<file path="src/rtl/oled_spi_rx.sv">
`timescale 1ns/1ps
// oled_spi_rx
//   Passive receiver for a write-only OLED SPI link. SCL/SDA/DC/RES are
//   sampled in the clk domain. Completed bytes are queued, together with
//   their DC flag, in a small FIFO with a valid/ready read port.
//
// Ports
//   clk          single clock for all logic
//   rst          asynchronous active-high reset
//   scl_in       serial clock from the panel connector (async)
//   sda_in       serial data, MSB first (async)
//   dc_in        data/command select, 1 = data (async)
//   res_n_in     display reset, active-low (async); also flushes this block
//   rx_data      byte at FIFO head (0 while empty)
//   rx_dc        DC flag of the head byte (0 while empty)
//   rx_valid     FIFO non-empty
//   rx_ready     consumer accepts the head entry
//   fifo_level   occupied entries
//   overflow     sticky, a completed byte was dropped on a full FIFO
//   ovf_clr      clears overflow (a drop in the same cycle wins)
//   frame_err    one-cycle pulse when a partial byte times out
module oled_spi_rx #(
  parameter int FIFO_DEPTH = 4,
  parameter int TIMEOUT    = 1023
) (
  input  logic       clk,
  input  logic       rst,
  input  logic       scl_in,
  input  logic       sda_in,
  input  logic       dc_in,
  input  logic       res_n_in,
  output logic [7:0] rx_data,
  output logic       rx_dc,
  output logic       rx_valid,
  input  logic       rx_ready,
  output logic [4:0] fifo_level,
  output logic       overflow,
  input  logic       ovf_clr,
  output logic       frame_err
);

  localparam int DATA_W = 8;
  localparam int AW     = (FIFO_DEPTH > 1) ? $clog2(FIFO_DEPTH) : 1;
  localparam int TW     = (TIMEOUT > 1) ? $clog2(TIMEOUT + 1) : 1;
  localparam logic [4:0]    LVL_FULL = 5'(FIFO_DEPTH);
  localparam logic [TW-1:0] TO_LAST  = TW'(TIMEOUT - 1);

  logic scl_p0, scl_p1, scl_p2;
  logic sda_p0, sda_p1;
  logic dc_p0, dc_p1;
  logic res_n_p0, res_n_p1;

  logic [2:0]        bit_cnt;
  logic [TW-1:0]     to_cnt;
  logic [DATA_W-1:0] shreg;

  logic [DATA_W:0]   mem [FIFO_DEPTH];
  logic [AW-1:0]     wr_ptr, rd_ptr;
  logic [DATA_W:0]   head;

  logic rise, push, full, pop, wr_en, drop, timeout_hit;
  logic [DATA_W:0] push_word;

  // Stage p0/p1: two-flop synchronizers; p2 holds the previous SCL for edge detect
  always_ff @(posedge clk or posedge rst) begin
    if (rst) begin
      scl_p0   <= 1'b0;
      scl_p1   <= 1'b0;
      scl_p2   <= 1'b0;
      sda_p0   <= 1'b0;
      sda_p1   <= 1'b0;
      dc_p0    <= 1'b0;
      dc_p1    <= 1'b0;
      res_n_p0 <= 1'b0;
      res_n_p1 <= 1'b0;
    end else begin
      scl_p0   <= scl_in;
      scl_p1   <= scl_p0;
      scl_p2   <= scl_p1;
      sda_p0   <= sda_in;
      sda_p1   <= sda_p0;
      dc_p0    <= dc_in;
      dc_p1    <= dc_p0;
      res_n_p0 <= res_n_in;
      res_n_p1 <= res_n_p0;
    end
  end

  assign rise        = scl_p1 & ~scl_p2 & res_n_p1;
  assign push        = rise & (bit_cnt == 3'd7);
  assign push_word   = {dc_p1, shreg[DATA_W-2:0], sda_p1};
  assign full        = (fifo_level == LVL_FULL);
  assign pop         = rx_valid & rx_ready;
  assign wr_en       = push & (~full | pop);
  assign drop        = push & full & ~pop;
  assign timeout_hit = ~rise & (bit_cnt != 3'd0) & (to_cnt == TO_LAST);

  // Stage p3: bit assembly and idle timeout
  always_ff @(posedge clk or posedge rst) begin
    if (rst) begin
      bit_cnt   <= 3'd0;
      to_cnt    <= '0;
      frame_err <= 1'b0;
    end else if (!res_n_p1) begin
      bit_cnt   <= 3'd0;
      to_cnt    <= '0;
      frame_err <= 1'b0;
    end else begin
      frame_err <= timeout_hit;
      if (rise) begin
        bit_cnt <= bit_cnt + 3'd1;
        to_cnt  <= '0;
      end else if (bit_cnt != 3'd0) begin
        if (timeout_hit) begin
          bit_cnt <= 3'd0;
          to_cnt  <= '0;
        end else begin
          to_cnt <= to_cnt + 1'b1;
        end
      end
    end
  end

  always_ff @(posedge clk) begin
    if (!res_n_p1) shreg <= '0;
    else if (rise) shreg <= {shreg[DATA_W-2:0], sda_p1};
  end

  // Stage p3: FIFO storage, pointers and status
  always_ff @(posedge clk) begin
    if (wr_en) mem[wr_ptr] <= push_word;
  end

  always_ff @(posedge clk or posedge rst) begin
    if (rst) begin
      wr_ptr     <= '0;
      rd_ptr     <= '0;
      fifo_level <= 5'd0;
      overflow   <= 1'b0;
    end else if (!res_n_p1) begin
      wr_ptr     <= '0;
      rd_ptr     <= '0;
      fifo_level <= 5'd0;
      overflow   <= 1'b0;
    end else begin
      if (wr_en) wr_ptr <= wr_ptr + 1'b1;
      if (pop)   rd_ptr <= rd_ptr + 1'b1;
      case ({wr_en, pop})
        2'b10:   fifo_level <= fifo_level + 5'd1;
        2'b01:   fifo_level <= fifo_level - 5'd1;
        default: fifo_level <= fifo_level;
      endcase
      if (drop)         overflow <= 1'b1;
      else if (ovf_clr) overflow <= 1'b0;
    end
  end

  // Head outputs are gated so that an empty or reset FIFO reads as zero
  assign head     = mem[rd_ptr];
  assign rx_valid = (fifo_level != 5'd0);
  assign rx_data  = rx_valid ? head[DATA_W-1:0] : '0;
  assign rx_dc    = rx_valid ? head[DATA_W] : 1'b0;

endmodule

</file>
<file path="config.mk">
export PLATFORM = sky130hd
export DESIGN_NAME = oled_spi_rx
export DESIGN_NICKNAME = d
export VERILOG_FILES = /design/src/rtl/oled_spi_rx.sv
export SDC_FILE = /design/constraint.sdc
export NUM_CORES = 1
export LEC_CHECK = 0
export CAP_MARGIN = 10
export CORE_AREA = 2 2 84 86
export CTS_CLUSTER_SIZE = 12
export DETAILED_ROUTE_END_ITERATION = 16
export DIE_AREA = 0 0 86 88
export PLACE_DENSITY = 0.78
export SYNTH_ARGS = -nofsm -noshare
export SYNTH_HDL_FRONTEND = slang
export SYNTH_SLANG_ARGS = --single-unit
</file>
<file path="constraint.sdc">
create_clock -name clk -period 7.57 [get_ports clk]
set_input_delay 1.1355 -clock clk [delete_from_list [all_inputs] [get_ports clk]]
set_output_delay 1.1355 -clock clk [all_outputs]
set_load 0.02 [all_outputs]
</file>
==> key figures <==
Run status
  • Outcome: completed

Cells and area
  • Most common cell after layout, fill and taps aside: sky130_fd_sc_hd__edfxtp_1
  • Antenna cell count: 0
  • Commonest cells after routing, fill and taps aside: 36 x sky130_fd_sc_hd__edfxtp_1, 33 x sky130_fd_sc_hd__dfrtp_1, 24 x sky130_fd_sc_hd__clkdlybuf4s50_1
  • Number of nets in the layout: roughly 280
  • Syn-to-layout area delta: 15.7%
  • Fraction of final layout cells with drive strength greater than 1: 0.127
  • Final core utilization: 0.561

Logic synthesis
  • Mean instance size in the synthesized netlist: 14.3 um^2
  • FFs w/ async S/R, synth: 0.434
  • Most instantiated flip-flop cell in the synthesis netlist: sky130_fd_sc_hd__edfxtp_1
  • Post-synth design cell area: about 3200 um^2
  • XOR/XNOR share of the synthesized area: 0.0407
  • Area fraction in and, or, nand and nor cells after synthesis: 0.106
  • Combinational family with the most area after synthesis: simple AND/OR/NAND/NOR gates
  • Post-synthesis mux area share: 0.0706
  • Post-synthesis adder-cell area fraction: 0.0528
  • Post-synthesis sequential area ratio: 0.635
  • Compound-gate portion of the synthesized area: 0.0671
  • Number of unique standard cell types used by synthesis: 47
  • Area leader, netlist: sky130_fd_sc_hd__edfxtp_1
  • Number of warnings issued by yosys: 0
  • Net count after synthesis: 247
  • Synthesized netlist cell count: approximately 230
  • Seq cells post-synth: 76
  • Top-area cell type share of the netlist area: 0.335
  • Post-synth EDFFs: 36
  • Synth top area cells: sky130_fd_sc_hd__edfxtp_1 34%, sky130_fd_sc_hd__dfrtp_1 26%, sky130_fd_sc_hd__mux4_2 6.3%, sky130_fd_sc_hd__ha_1 4.7%, sky130_fd_sc_hd__dfxtp_1 4.3%

Route
  • Count of vias placed by the detailed router: approximately 1.8k
  • Drt first pass iters: 4
  • Total wire length after detailed routing: between 5 and 6 mm
  • Via density per instance: approximately 5.2
  • Violation count after the first detailed-routing iteration: 159
  • Mean routed wirelength per cell: 14.8 um
  • Final routed DRC violation total: 0
  • Post-DRT Antenna Nets: 0

Setup path
  • Critical Path, Cell by Cell: mux4_2 > and2_1 > clkdlybuf4s50_1
  • Worst path top cell family by delay: flip-flops
  • Cell with the largest stage delay on the worst path: sky130_fd_sc_hd__dfrtp_1
  • Class of the most critical setup path: reg -> out
  • Slowest cell delay on critical path: 0.74 ns
  • Worst-case register-to-register setup slack: 4.94 ns
  • Crit end category: output port
  • Reg2reg end: fifo_level[4]$_DFFE_PP0P_
  • Number of buffers and inverters on the critical path: 1
  • Path depth of the worst reg2reg path: 9
  • Worst EP required: about 6.4 ns
  • Maximum fanout along the worst path: 11
  • Beginning of the worst register-to-register path: fifo_level[3]$_DFFE_PP0P_
  • Depth of the critical timing path with buffers and inverters included: 3
  • Data arrival time of the worst path: around 2.4 ns
  • Startpoint Class: register

CTS
  • Clock latency reported for the late side of the worst-skew pair: 0.33 ns
  • Clock tree from TritonCTS: built
  • CTS sink count: 76
  • CTS H-tree lvls: 3
  • Number of gates resized after CTS: 0
  • Number of buffers inserted during clock tree synthesis: 9
  • Max clock buf depth: 2
  • Clock tree root driver cell: sky130_fd_sc_hd__clkbuf_8
  • Post-CTS Hold Buffers: 0
  • Clock transition at path regs: 0.07 ns
  • Setup repair bufs after CTS: 0

Timing
  • Worst slew margin: 0.584
  • Number of endpoints with negative hold slack in the final report: 0
  • Setup repair after global routing missed its margin: false
  • Final TNS setup: 0 ns
  • Period minus WS final: 3.50 ns
  • Worst setup skew after layout: just under 0.004 ns
  • Slew at the pin closest to its max-slew limit: 0.623 ns
  • F_max: around 290 MHz
  • Period Utilization, post-route: 0.462
  • Final setup violation count: 0
  • Final-report max-slew violation count: 0

Power
  • Comb pwr share: 0.342
  • Int Pwr: around 800 uW
  • Relative contribution of the clock network to total power: 0.251
  • Power density over cell area: between 300 and 400 nW/um^2
  • Worst-case vdd ir drop: 0.000187 V
  • Switching fraction of total power: 0.319
  • Seq pwr share: 0.407
  • Switching pwr: about 370 uW
  • Leakage power of the design: about 1.4 nW

Flow run
  • Max-cap violations: 0

Worst hold path
  • Type of the most critical hold path: reg -> reg
  • Hold Crit Start: sda_p0$_DFF_PP0_
  • Worst Hold Endpoint: sda_p1$_DFF_PP0_
  • Count of cells along the worst hold path: 0

Global routing
  • Global-route wire length before repair: between 8 and 9 mm
  • Largest net degree at the start of global routing: 34
  • Vias in the first global route: 1748
  • Total routing resource utilization after global routing: 0.150
  • Congestion Overflow GR: 0
  • Initial antenna violation count: 0

Floorplan
  • Die X-Extent: 86 um
  • Die Outline Area: ~7600 um^2
  • Count of boundary I/O pins: 25
  • Die Y: 88 um
  • Starting Density: 0.485
  • Area of the core region: about 6600 um^2
  • Number of rows created at floorplan: 30

Placement
  • Total of buffers placed on input and output ports: 24
  • Placer Congestion: between 0.8 and 0.9
  • Post-DP HPWL: between 3 and 4 mm
power groups by stage:
stage / Sequential [mW] / Combinational (mW) / Clock [mW]
global placement: 0.485 / 0.400 / 0
floorplan: 0.482 / 0.263 / 0
global route: 0.483 / 0.434 / 0.321
finish: 0.478 / 0.401 / 0.295
CTS: 0.478 / 0.407 / 0.302
detailed placement: 0.487 / 0.406 / 0
layout make-up:
type / count / area [um^2]
Clock inverter: 6 / 65.1
Inverter: 14 / 55.1
Tap cell: 80 / 100
Clock buffer: 10 / 128
Sequential cell: 76 / 2050
Fill cell: 520 / 2910
Timing Repair Buffer: 25 / 248
Multi-Input combinational cell: 128 / 1090
how the worst max path moves through the flow:
stage	from	end	slack [ns]
after CTS	rd_ptr[0]$_DFFE_PP0P_	rx_data[0]	3.99
after detailed placement	rx_ready	mem[0][1]$_DFFE_PP_	4.31
after global placement	rx_ready	fifo_level[4]$_DFFE_PP0P_	4.33
after global routing	rd_ptr[0]$_DFFE_PP0P_	rx_data[0]	3.91
final	rd_ptr[0]$_DFFE_PP0P_	rx_data[0]	4.07
after floorplan	fifo_level[3]$_DFFE_PP0P_	rx_data[0]	4.95
logic make-up after synthesis:
family          Yosys count
simple gates             64
flops                    76
fa+ha+maj                13
compound gates           25
mux                      11
buf+inv                  22
xor+xnor                 15
cells in the mapped netlist (all sizes together) (2+ instances only):
cell type	n
edfxtp	36
dfrtp	33
nor2	18
and2	14
inv	13
ha	12
nand2	10
mux4	9
xor2	8
a22o	7
dfxtp	7
xnor2	7
clkbuf	6
nand4	4
nor3	4
o21ai	4
a21oi	3
a31oi	3
nand3	3
nor2b	3
buf	2
registers in the layout, summed over array words and instances (netlist names), 2 cells and up:
signal,flops
fifo_level,5
bit_cnt,3
rd_ptr,2
wr_ptr,2
to_cnt,10
mem,36
shreg,7
metrics by stage:
stage	cell area [um^2]	hold WS, ns	total power [mW]	cells	worst slack, ns
final	3730	0.349	1.17	339	4.07
after global routing	3730	0.357	1.24	339	3.91
after CTS	3730	0.353	1.19	339	3.99
after detailed placement	3540	0.335	0.893	323	4.31
after global placement	3540	0.331	0.885	323	4.33
after floorplan	3220	0.331	0.745	226	4.95
routing by layer:
metal / share of wire / track usage
met5: 0 / 0
met4: 0.013 / 0.0693
met3: 0.030 / 0.0349
met2: 0.47 / 0.223
met1: 0.49 / 0.212
No activity file was read; power rests on OpenSTA's default activity.
